### src/rtl/micro_pkg.sv
// micro_pkg: opcodes, FSM state encoding, flag bit indices and idle ALU code for micro_seq_ctrl.
package micro_pkg;
  localparam logic [3:0] OP_ADD   = 4'b0000;
  localparam logic [3:0] OP_CMP   = 4'b0001;
  localparam logic [3:0] OP_JMP   = 4'b1000;
  localparam logic [3:0] OP_JZ    = 4'b1001;
  localparam logic [3:0] OP_JC    = 4'b1010;
  localparam logic [3:0] OP_JN    = 4'b1011;
  localparam logic [3:0] OP_NOP   = 4'b1100;
  localparam logic [3:0] OP_ILL0  = 4'b1101;
  localparam logic [3:0] OP_ILL1  = 4'b1110;
  localparam logic [3:0] OP_LAST  = 4'b1111;
  localparam logic [3:0] ALU_IDLE = 4'b1100;
  localparam int FLAG_Z = 0;
  localparam int FLAG_C = 1;
  localparam int FLAG_N = 2;
  typedef enum logic [2:0] {S_IDLE, S_DECODE, S_EXEC, S_WB, S_BRANCH, S_HALT} state_e;
  // ALU write ops and CMP share the EXEC path; everything with op[3]=1 except 1111 does not.
  function automatic logic is_exec(input logic [3:0] op);
    return !op[3] || op == OP_LAST;
  endfunction
  function automatic logic is_illegal(input logic [3:0] op);
    return op == OP_ILL0 || op == OP_ILL1;
  endfunction
endpackage

### src/rtl/micro_cond_eval.sv
// micro_cond_eval: branch-condition decode from opcode and latched {N,C,Z} flags.
module micro_cond_eval
  import micro_pkg::*;
(
  input  logic [3:0] op_i,
  input  logic [2:0] flags_i,
  output logic       taken_o
);
  assign taken_o = (op_i == OP_JMP) ||
                   (op_i == OP_JZ && flags_i[FLAG_Z]) ||
                   (op_i == OP_JC && flags_i[FLAG_C]) ||
                   (op_i == OP_JN && flags_i[FLAG_N]);
endmodule

### src/rtl/micro_seq_ctrl.sv
// micro_seq_ctrl: multi-cycle instruction sequencer for the MicroUAZ datapath (pc, flags, rf/alu control).
// Define MICRO_SEQ_ILLEGAL_TRAP_EN to trap illegal opcodes into a sticky HALT with err=1.
module micro_seq_ctrl
  import micro_pkg::*;
#(
  parameter int RA_W = 4,
  parameter int PC_W = 8
) (
  input  logic            clk,
  input  logic            rst_n,
  input  logic            instr_valid,
  output logic            instr_ready,
  input  logic [15:0]     instr,
  input  logic [2:0]      flags_in,
  output logic [3:0]      alu_op,
  output logic [RA_W-1:0] rf_ra,
  output logic [RA_W-1:0] rf_rb,
  output logic [RA_W-1:0] rf_wa,
  output logic            rf_we,
  output logic [2:0]      flags_q,
  output logic [PC_W-1:0] pc,
  output logic            branch_taken,
  output logic            err
);
  state_e          state_q, state_d;
  logic [3:0]      op_q, alu_op_q;
  logic [PC_W-1:0] tgt_q, pc_q, pc_d;
  logic [RA_W-1:0] ra_q, rb_q, wa_q;
  logic [2:0]      flg_q;
  logic            we_q, bt_q, taken, adv;
`ifdef MICRO_SEQ_ILLEGAL_TRAP_EN
  localparam bit TRAP = 1'b1;
`else
  localparam bit TRAP = 1'b0;
`endif
  micro_cond_eval u_cond (.op_i(op_q), .flags_i(flg_q), .taken_o(taken));
  always_comb begin
    state_d = state_q;
    case (state_q)
      S_IDLE:   state_d = instr_valid ? S_DECODE : S_IDLE;
      S_DECODE: state_d = is_exec(op_q) ? S_EXEC : (TRAP && is_illegal(op_q)) ? S_HALT : S_BRANCH;
      S_EXEC:   state_d = (op_q == OP_CMP) ? S_IDLE : S_WB;
      S_WB:     state_d = S_IDLE;
      S_BRANCH: state_d = S_IDLE;
      S_HALT:   state_d = S_HALT;
      default:  state_d = S_IDLE;
    endcase
  end
  // bt_q already holds the decision taken in DECODE, so BRANCH uses it for the pc update.
  assign adv  = (state_q == S_WB) || (state_q == S_EXEC && op_q == OP_CMP) ||
                (state_q == S_BRANCH && !bt_q);
  assign pc_d = (state_q == S_BRANCH && bt_q) ? tgt_q : adv ? pc_q + PC_W'(1) : pc_q;
  always_ff @(posedge clk or negedge rst_n) begin
    if (!rst_n) begin
      state_q  <= S_IDLE;
      op_q     <= '0;
      tgt_q    <= '0;
      pc_q     <= '0;
      ra_q     <= '0;
      rb_q     <= '0;
      wa_q     <= '0;
      flg_q    <= '0;
      alu_op_q <= ALU_IDLE;
      we_q     <= 1'b0;
      bt_q     <= 1'b0;
    end else begin
      state_q <= state_d;
      pc_q    <= pc_d;
      if (state_q == S_IDLE && instr_valid) begin
        op_q  <= instr[15:12];
        tgt_q <= instr[PC_W-1:0];
        ra_q  <= RA_W'(instr[7:4]);
        rb_q  <= RA_W'(instr[11:8]);
        wa_q  <= RA_W'(instr[11:8]);
      end
      if (state_q == S_EXEC) flg_q <= flags_in;
      alu_op_q <= (state_d == S_EXEC) ? op_q : ALU_IDLE;
      we_q     <= state_d == S_WB;
      bt_q     <= state_d == S_BRANCH && taken;
    end
  end
`ifdef MICRO_SEQ_ILLEGAL_TRAP_EN
  logic err_q;
  always_ff @(posedge clk or negedge rst_n) begin
    if (!rst_n) err_q <= 1'b0;
    else        err_q <= err_q || state_d == S_HALT;
  end
  assign err = err_q;
`else
  assign err = 1'b0;
`endif
  assign instr_ready  = state_q == S_IDLE;
  assign alu_op       = alu_op_q;
  assign rf_ra        = ra_q;
  assign rf_rb        = rb_q;
  assign rf_wa        = wa_q;
  assign rf_we        = we_q;
  assign flags_q      = flg_q;
  assign pc           = pc_q;
  assign branch_taken = bt_q;
endmodule

### config.mk
export PLATFORM = sky130hd
export DESIGN_NAME = micro_seq_ctrl
export DESIGN_NICKNAME = d
export VERILOG_FILES = /design/src/rtl/micro_pkg.sv /design/src/rtl/micro_cond_eval.sv /design/src/rtl/micro_seq_ctrl.sv
export SDC_FILE = /design/constraint.sdc
export NUM_CORES = 1
export LEC_CHECK = 0
export ABC_AREA = 1
export CELL_PAD_IN_SITES_DETAIL_PLACEMENT = 1
export CELL_PAD_IN_SITES_GLOBAL_PLACEMENT = 2
export CORE_ASPECT_RATIO = 0.6
export CORE_UTILIZATION = 29
export DETAILED_ROUTE_END_ITERATION = 10
export HOLD_SLACK_MARGIN = 0.08
export PLACE_DENSITY_LB_ADDON = 0.1
export SLEW_MARGIN = 20
export SYNTH_ARGS = -nofsm -noshare
export SYNTH_HDL_FRONTEND = slang
export SYNTH_SLANG_ARGS = --single-unit
### constraint.sdc
create_clock -name clk -period 2.2 [get_ports clk]
set_input_delay 0.44 -clock clk [delete_from_list [all_inputs] [get_ports clk]]
set_output_delay 0.44 -clock clk [all_outputs]
set_load 0.01 [all_outputs]
==> summary.md, run 1 <==
| Metric | Value |
|---|---|
| Via count | `1497` |
| Yosys reg bits | `36` |
| Root Driver | `clkbuf_8` |
| # Post-CTS Setup Buffers | `0` |
| Final Cycle Share | `approximately nine tenths` |
| Global-route wire length before repair | `between 7 and 8 mm` |
| Most common cell after layout, fill and taps aside | `nand2_1` |
| WP depth | `2` |
| YS warnings | `0` |
| Initial Util | `~31%` |
| GRT Util Overall | `15.6%` |
| Power Total | `roughly 3.2 mW` |
| Register area share after synthesis | `between 50% and 60%` |
| Sink Count | `36` |
| Synth area leader | `dfrtp_1` |
| Worst min-delay path category | `register to register` |
| Final setup vio count | `0` |
| Lkg Pwr | `1.15 nW` |
| Slowest CP cell | `clkdlybuf4s50_1` |
| Largest cells by area after synthesis | `dfrtp_1 47%, nand2_1 13%, nand3_1 6.1%, inv_1 4.8%, nor2_1 4.2%` |
| Initial antenna violation count | `0` |
| Dominant synthesized flop cell | `dfrtp_1` |
| DR iter-0 viols | `43` |
| Wire length per cell | `13.3 microns` |
| Crit Reg-Reg Endpoint | `pc[5]` |
| Syn_area_per_cell | `8.42 sq um` |
| Post-DP HPWL | `between 3 and 4 mm` |
| Power Density | `1320 mW/mm^2` |
| CTS tree | `yes` |
| Post-Syn Area | `between 0.0015 and 0.002 sq mm` |
| Critical path origin | `state_q[2]` |
| DR vias/cell | `4.36` |
| Final #Nets | `~290` |
| Routed Antenna Nets | `0` |
| Synth Net Count | `between 200 and 250` |
| RSZ-0062 raised after global routing | `false` |
| Clk_lat worst skew | `approximately 0.29 ns` |
| Worst EP arrival | `around 1.6 ns` |
| Final Slew Violations | `0` |
| DRC | `0` |
| EDFF count, synth | `0` |
| Chip Height | `between 60 and 70 microns` |
| CTS Hold Bufs | `1` |
| Crit path buffers/inverters | `1` |
| Worst r2r src | `state_q[0]` |
| Largest delay share family, worst path | `buffers and inverters` |
| Most frequent cells in the layout | `60 x nand2_1, 50 x clkdlybuf4s50_1, 34 x dfrtp_1` |
| Num ports | `53` |
| Area delta synth->final | `35.9%` |
| Worst VDD drop | `between 0.0005 and 0.0006 V` |
| FP Rows | `21` |
| Clk pin slew, worst setup/hold paths | `~0.07 ns` |
| Worst Path Required | `1.76 ns` |
| CP endpoint | `instr_ready` |
| Core area | `approximately 0.0058 sq mm` |
| Finished Core Util | `42.4%` |
| Post_cts resized | `0` |
| Status | `finished, final reports clean` |
| WS Path Type | `register to output pin` |
| Critical Path Source Type | `register` |
| CP cell instances | `nor3_4 > clkdlybuf4s50_1` |
| Synth top area share | `a little under half` |
| Layout cell share with drive strength beyond 1 | `between 10% and 20%` |
| Clock Skew | `0.0101 ns` |
| Die width | `around 100 microns` |
| Routability Congestion | `~0.7` |
| Async S/R FF share, synth | `100%` |
| Total grt overflow | `0` |
| Min cycle time layout | `2.02 ns` |
| Crit end category | `output pin` |
| Pin count of the biggest net entering global routing | `28` |
| Reg2reg path depth | `6` |
| Syn Inst Count | `213` |
| Hold Vio Cnt, Final | `0` |
| CP max FO | `5` |
| Drt total wl | `around 4.5 mm` |
| Num CTS Buffers | `5` |
| Yosys cell types | `23` |
| Max cap viols | `0` |
| Setup TNS | `0 ns` |
| Die ar. | `roughly 0.0065 sq mm` |
| Slowest stage delay, CP | `around 0.56 ns` |
| DR pass1 iterations | `4` |
| Vias in the first global route | `about 1500` |
| Diode count | `0` |
| Port Buf Inserts | `51` |
| Max Clock Freq | `just under 500 MHz` |
| Clock buffer depth | `2` |
| R2R setup slack | `roughly 0.67 ns` |
| H-tree depth | `2` |
| Hold Startpoint | `tgt_q[0]` |
## stage by stage
step	setup slack, ns	hold slack, ns	std cells	instance area [sq um]
after floorplan	0.820	0.144	213	1790
after global placement	0.468	0.332	334	2320
after detailed placement	0.433	0.335	334	2320
after CTS	0.145	0.487	343	2440
after global routing	0.105	0.516	343	2440
final	0.185	0.480	343	2440
## registers in the layout, indices dropped and copies added (netlist names)
register	cells
flags_q	3
rf_wa	4
rf_we	1
op_q	4
alu_op	4
pc	8
tgt_q	8
branch_taken	1
state_q	3
## Yosys cell counts, types with 2 or more instances
cell      n
nand2_1  60
dfrtp_1  34
inv_1    23
nand3_1  22
nor2_1   20
buf_4     9
o21ai_0   9
nand4_1   8
a21oi_2   6
a21oi_1   5
buf_6     3
dfstp_2   2
nor3_4    2
## worst min path at each step
| stage | end | slack (ns) | cells after the start |
|---|---|---|---|
| 2_1_floorplan | alu_op[0] | 0.14 | 0 |
| 3_3_place_gp | rf_wa[0] | 0.33 | 1 |
| 3_5_place_dp | rf_wa[0] | 0.34 | 1 |
| 4_1_cts | tgt_q[0] | 0.49 | 2 |
| 5_1_grt | tgt_q[0] | 0.52 | 2 |
| 6_report | tgt_q[0] | 0.48 | 2 |
## worst register-to-register path, cell delays in order (launching register included)
cell and delay, ns:
dfrtp_1 0.48, nor2_1 0.18, nand3_2 0.23, inv_1 0.28, nand2_1 0.10, nand3_1 0.10, nand2_1 0.05
## layout make-up
| cell class | count | area, sq um |
|---|---|---|
| tap | 80 | 100 |
| clock inverter | 3 | 42.5 |
| fill | 697 | 3320 |
| inverter | 23 | 86.3 |
| multi-input combinational | 141 | 699 |
| clock buffer | 5 | 68.8 |
| sequential | 36 | 903 |
| timing repair buffer | 55 | 538 |
## report_power, final
| part | internal, mW | leakage (nW) | total (mW) | switching [mW] |
|---|---|---|---|---|
| clock network | 0.335 | 0.0541 | 0.580 | 0.245 |
| registers | 0.938 | 0.441 | 1.18 | 0.245 |
| logic | 0.695 | 0.653 | 1.46 | 0.763 |
| total | 1.97 | 1.15 | 3.22 | 1.25 |
## layer usage
metal | wire, microns | track usage (%)
met1 | 2450 | 23.1
met2 | 1830 | 22.1
met3 | 234 | 3.65
met4 | 32 | 4.89
met5 | 0 | 0
## kinds of logic after synthesis
logic type                 share of synthesized area, %
AOI/OAI and AO/OA                                  7.25
xor gates and xnor gates                          0.488
adders and majority gates                         0.697
buffers and inverters                              10.7
DFF                                                50.3
other                                             0.209
and+or+nand+nor                                    30.3
Note: power is estimated with default switching activity, not from simulation.
==> run 2, diff against run 1 <==
- CORE_UTILIZATION: 29 -> 28
- SLEW_MARGIN: 20 -> default
- SYNTH_HIERARCHICAL: default -> 1
==> run 2 against run 1 <==
Worst hold slack worse by 0.35 ns; critical path depth unchanged; largest power group unchanged; the flow now finishes with violations (design-rule violations); design area decreased by 0.31%; synthesized cell count up 3.3%; largest cell class unchanged; clock power fell by 16%; die area rose by 3.4%.
==> summary.md, run 2 <==
| Metric | Value |
|---|---|
| Status | `complete, but fails checks` |
| Failing checks | `design-rule violations` |
| Post_cts resized | `0 (unchanged)` |
| Pin count of the biggest net entering global routing | `25 (-11%)` |
| Worst min-delay path category | `input port to async pin` |
| DR iter-0 viols | `56 (+30%)` |
| Dominant synthesized flop cell | `dfrtp_1` |
| Final-layout fill cell count | `740 (+6.2%)` |
| Area delta synth->final | `35.6%` |
| Synth area leader | `dfrtp_1` |
| Synth top area share | `47.5% (about the same)` |
| Max cap viols | `0 (unchanged)` |
| DR vias/cell | `4.41 (+0.96%)` |
| Crit end category | `output pin` |
| CTS tree | `yes` |
| Routability Congestion | `0.700 (+1.3%)` |
| Finished Core Util | `39.6% (-2.8 points)` |
| Async S/R FF share, synth | `100% (unchanged)` |
| EDFF count, synth | `0 (unchanged)` |
| Worst Tran Pin Value | `between 0.5 and 0.6 ns` |
| Drt total wl | `4.76 mm (+4.5%)` |
| Min cycle time layout | `2.10 ns (+0.0864 ns)` |
| Num ports | `53 (unchanged)` |
| Largest cells by area after synthesis | `dfrtp_1 47%, nand2_1 14%, nand3_1 6.7%, inv_1 4.6%, nor2_1 4.2%` |
| Max Clock Freq | `476 MHz (-4.1%)` |
| Global-route wire length before repair | `8.63 mm (+9.9%)` |
| Initial antenna violation count | `0 (unchanged)` |
| WS Path Type | `register to output pin` |
| Yosys reg bits | `36 (unchanged)` |
| Port Buf Inserts | `51 (unchanged)` |
| Sink Count | `36 (unchanged)` |
| Clock Skew | `0.00405 ns (-0.00600 ns)` |
| Wire length per cell | `13.5 microns (+1.9%)` |
| CP max FO | `5 (unchanged)` |
| Register area share after synthesis | `50.4% (about the same)` |
| Clk_lat worst skew | `0.28 ns (about the same)` |
| Worst EP arrival | `1.66 ns (+0.08 ns)` |
| FP Rows | `22 (+4.8%)` |
| Diode count | `0 (unchanged)` |
| Power Density | `1320 mW/mm^2 (-0.32%)` |
| Final Slew Violations | `0 (unchanged)` |
| Most frequent cell after synthesis | `nand2_1` |
| Core area | `0.00614 sq mm (+6.7%)` |
| Total grt overflow | `0 (unchanged)` |
| Synth cell count leaders | `66 x nand2_1, 34 x dfrtp_1, 24 x nand3_1` |
| Yosys cell types | `28 (+22%)` |
| Worst Path Required | `1.76 ns (about the same)` |
| Final hold slack | `0.126 ns (-0.354 ns)` |
| Final setup vio count | `0 (unchanged)` |
| H-tree depth | `2 (unchanged)` |
| Synth Net Count | `243 (+3.0%)` |
| Post-Syn Area | `0.00179 sq mm (about the same)` |
| Clock buffer depth | `2 (unchanged)` |
| Hold Vio Cnt, Final | `0 (unchanged)` |
| DR pass1 iterations | `7 (+3)` |
| Critical Path Source Type | `register` |
| Layout cell share with drive strength beyond 1 | `8.58% (-1.7 points)` |
| Routed Antenna Nets | `0 (unchanged)` |
| Setup TNS | `0 ns (unchanged)` |
| Slew HR | `between 60% and 70%` |
| RSZ-0062 raised after global routing | `false` |
| GRT Util Overall | `16.6% (+0.97 points)` |
| Num CTS Buffers | `5 (unchanged)` |
| Die width | `105 microns (+1.7%)` |
| DRC | `1 (+1)` |
| Final Cycle Share | `95.5% (+3.9 points)` |
| Reg2reg path depth | `6 (unchanged)` |
| Lkg Pwr | `1.18 nW (+2.5%)` |
| Initial Util | `29.2% (-2.0 points)` |
| Die ar. | `0.00674 sq mm (+3.4%)` |
| Final #Nets | `290 (+1.8%)` |
| Worst VDD drop | `0.000474 V (-15%)` |
| Via count | `1551 (+3.6%)` |
| Post-DP HPWL | `3.60 mm (+5.8%)` |
| Most frequent cells in the layout | `66 x nand2_1, 50 x clkdlybuf4s50_1, 34 x dfrtp_1` |
| Clk pin slew, worst setup/hold paths | `0.07 ns (about the same)` |
| Most common cell after layout, fill and taps aside | `nand2_1` |
| CTS Hold Bufs | `0 (-1)` |
| # Post-CTS Setup Buffers | `0 (unchanged)` |
| Syn Inst Count | `220 (+3.3%)` |
| YS warnings | `6 (+6)` |
| Power Total | `3.20 mW (-0.63%)` |
| Syn_area_per_cell | `8.15 sq um (-3.2%)` |
| Root Driver | `clkbuf_8` |
| Vias in the first global route | `1693 (+13%)` |
| Chip Height | `64.0 microns (+1.7%)` |
run 2: logic make-up after synthesis:
family / Yosys count / share of synthesized area (%)
AND/OR/NAND/NOR: 129 / 33.1
XOR/XNOR: 2 / 0.977
other: 1 / 0.209
buffers and inverters: 36 / 10.0
flip-flops: 36 / 50.4
AO/OA/AOI/OAI: 15 / 4.54
adder cells (fa/ha/maj): 1 / 0.698
run 2: worst paths after layout:
| check | slack, ns | endpoint | start |
|---|---|---|---|
| hold reg to reg | 0.49 | tgt_q[0] | tgt_q[0] |
| min in group clk | 0.49 | tgt_q[0] | tgt_q[0] |
| setup / recovery | 0.1 | instr_ready | state_q[0] |
| hold / removal | 0.13 | flags_q[2] | rst_n |
| setup reg to reg | 0.57 | branch_taken | state_q[0] |
| max in group asynchronous | 1.59 | state_q[0] | rst_n |
run 2: layout make-up:
type	instances	area [sq um]	share of cell area, %
well taps	84	105	4.32
clock buffers	8	90.1	3.71
inverters	22	82.6	3.40
flip-flops and latches	36	903	37.2
repair buffers	54	541	22.2
multi-input cells	148	709	29.2
run 2: through the flow:
| step | setup slack (ns) | area (sq um) | cells |
|---|---|---|---|
| 6_report | 0.0985 | 2430 | 352 |
| 5_1_grt | 0.0352 | 2430 | 352 |
| 4_1_cts | 0.0739 | 2430 | 352 |
| 3_5_place_dp | 0.410 | 2340 | 344 |
| 3_3_place_gp | 0.413 | 2340 | 344 |
| 2_1_floorplan | 0.905 | 1790 | 220 |
run 2: critical path, stage by stage, from the launching register on:
cell,delay (ns)
dfrtp_1,0.47
nor3_2,0.32
clkdlybuf4s50_1,0.59
run 2: layer usage:
metal | wire length (microns) | global-route usage (%) | vias up | share of wire (%)
li1 | - | - | 785 | -
met1 | 2740 | 25.5 | 717 | 58
met2 | 1750 | 23.2 | 45 | 37
met3 | 238 | 3.88 | 4 | 5.0
met4 | 25 | 3.17 | 0 | 0.53
met5 | 0 | 0 | - | 0
run 2: power by group:
part           internal, mW  switching [mW]  total, mW
combinational         0.709           0.785       1.49
sequential            0.945           0.274       1.22
clock                 0.256           0.233      0.489
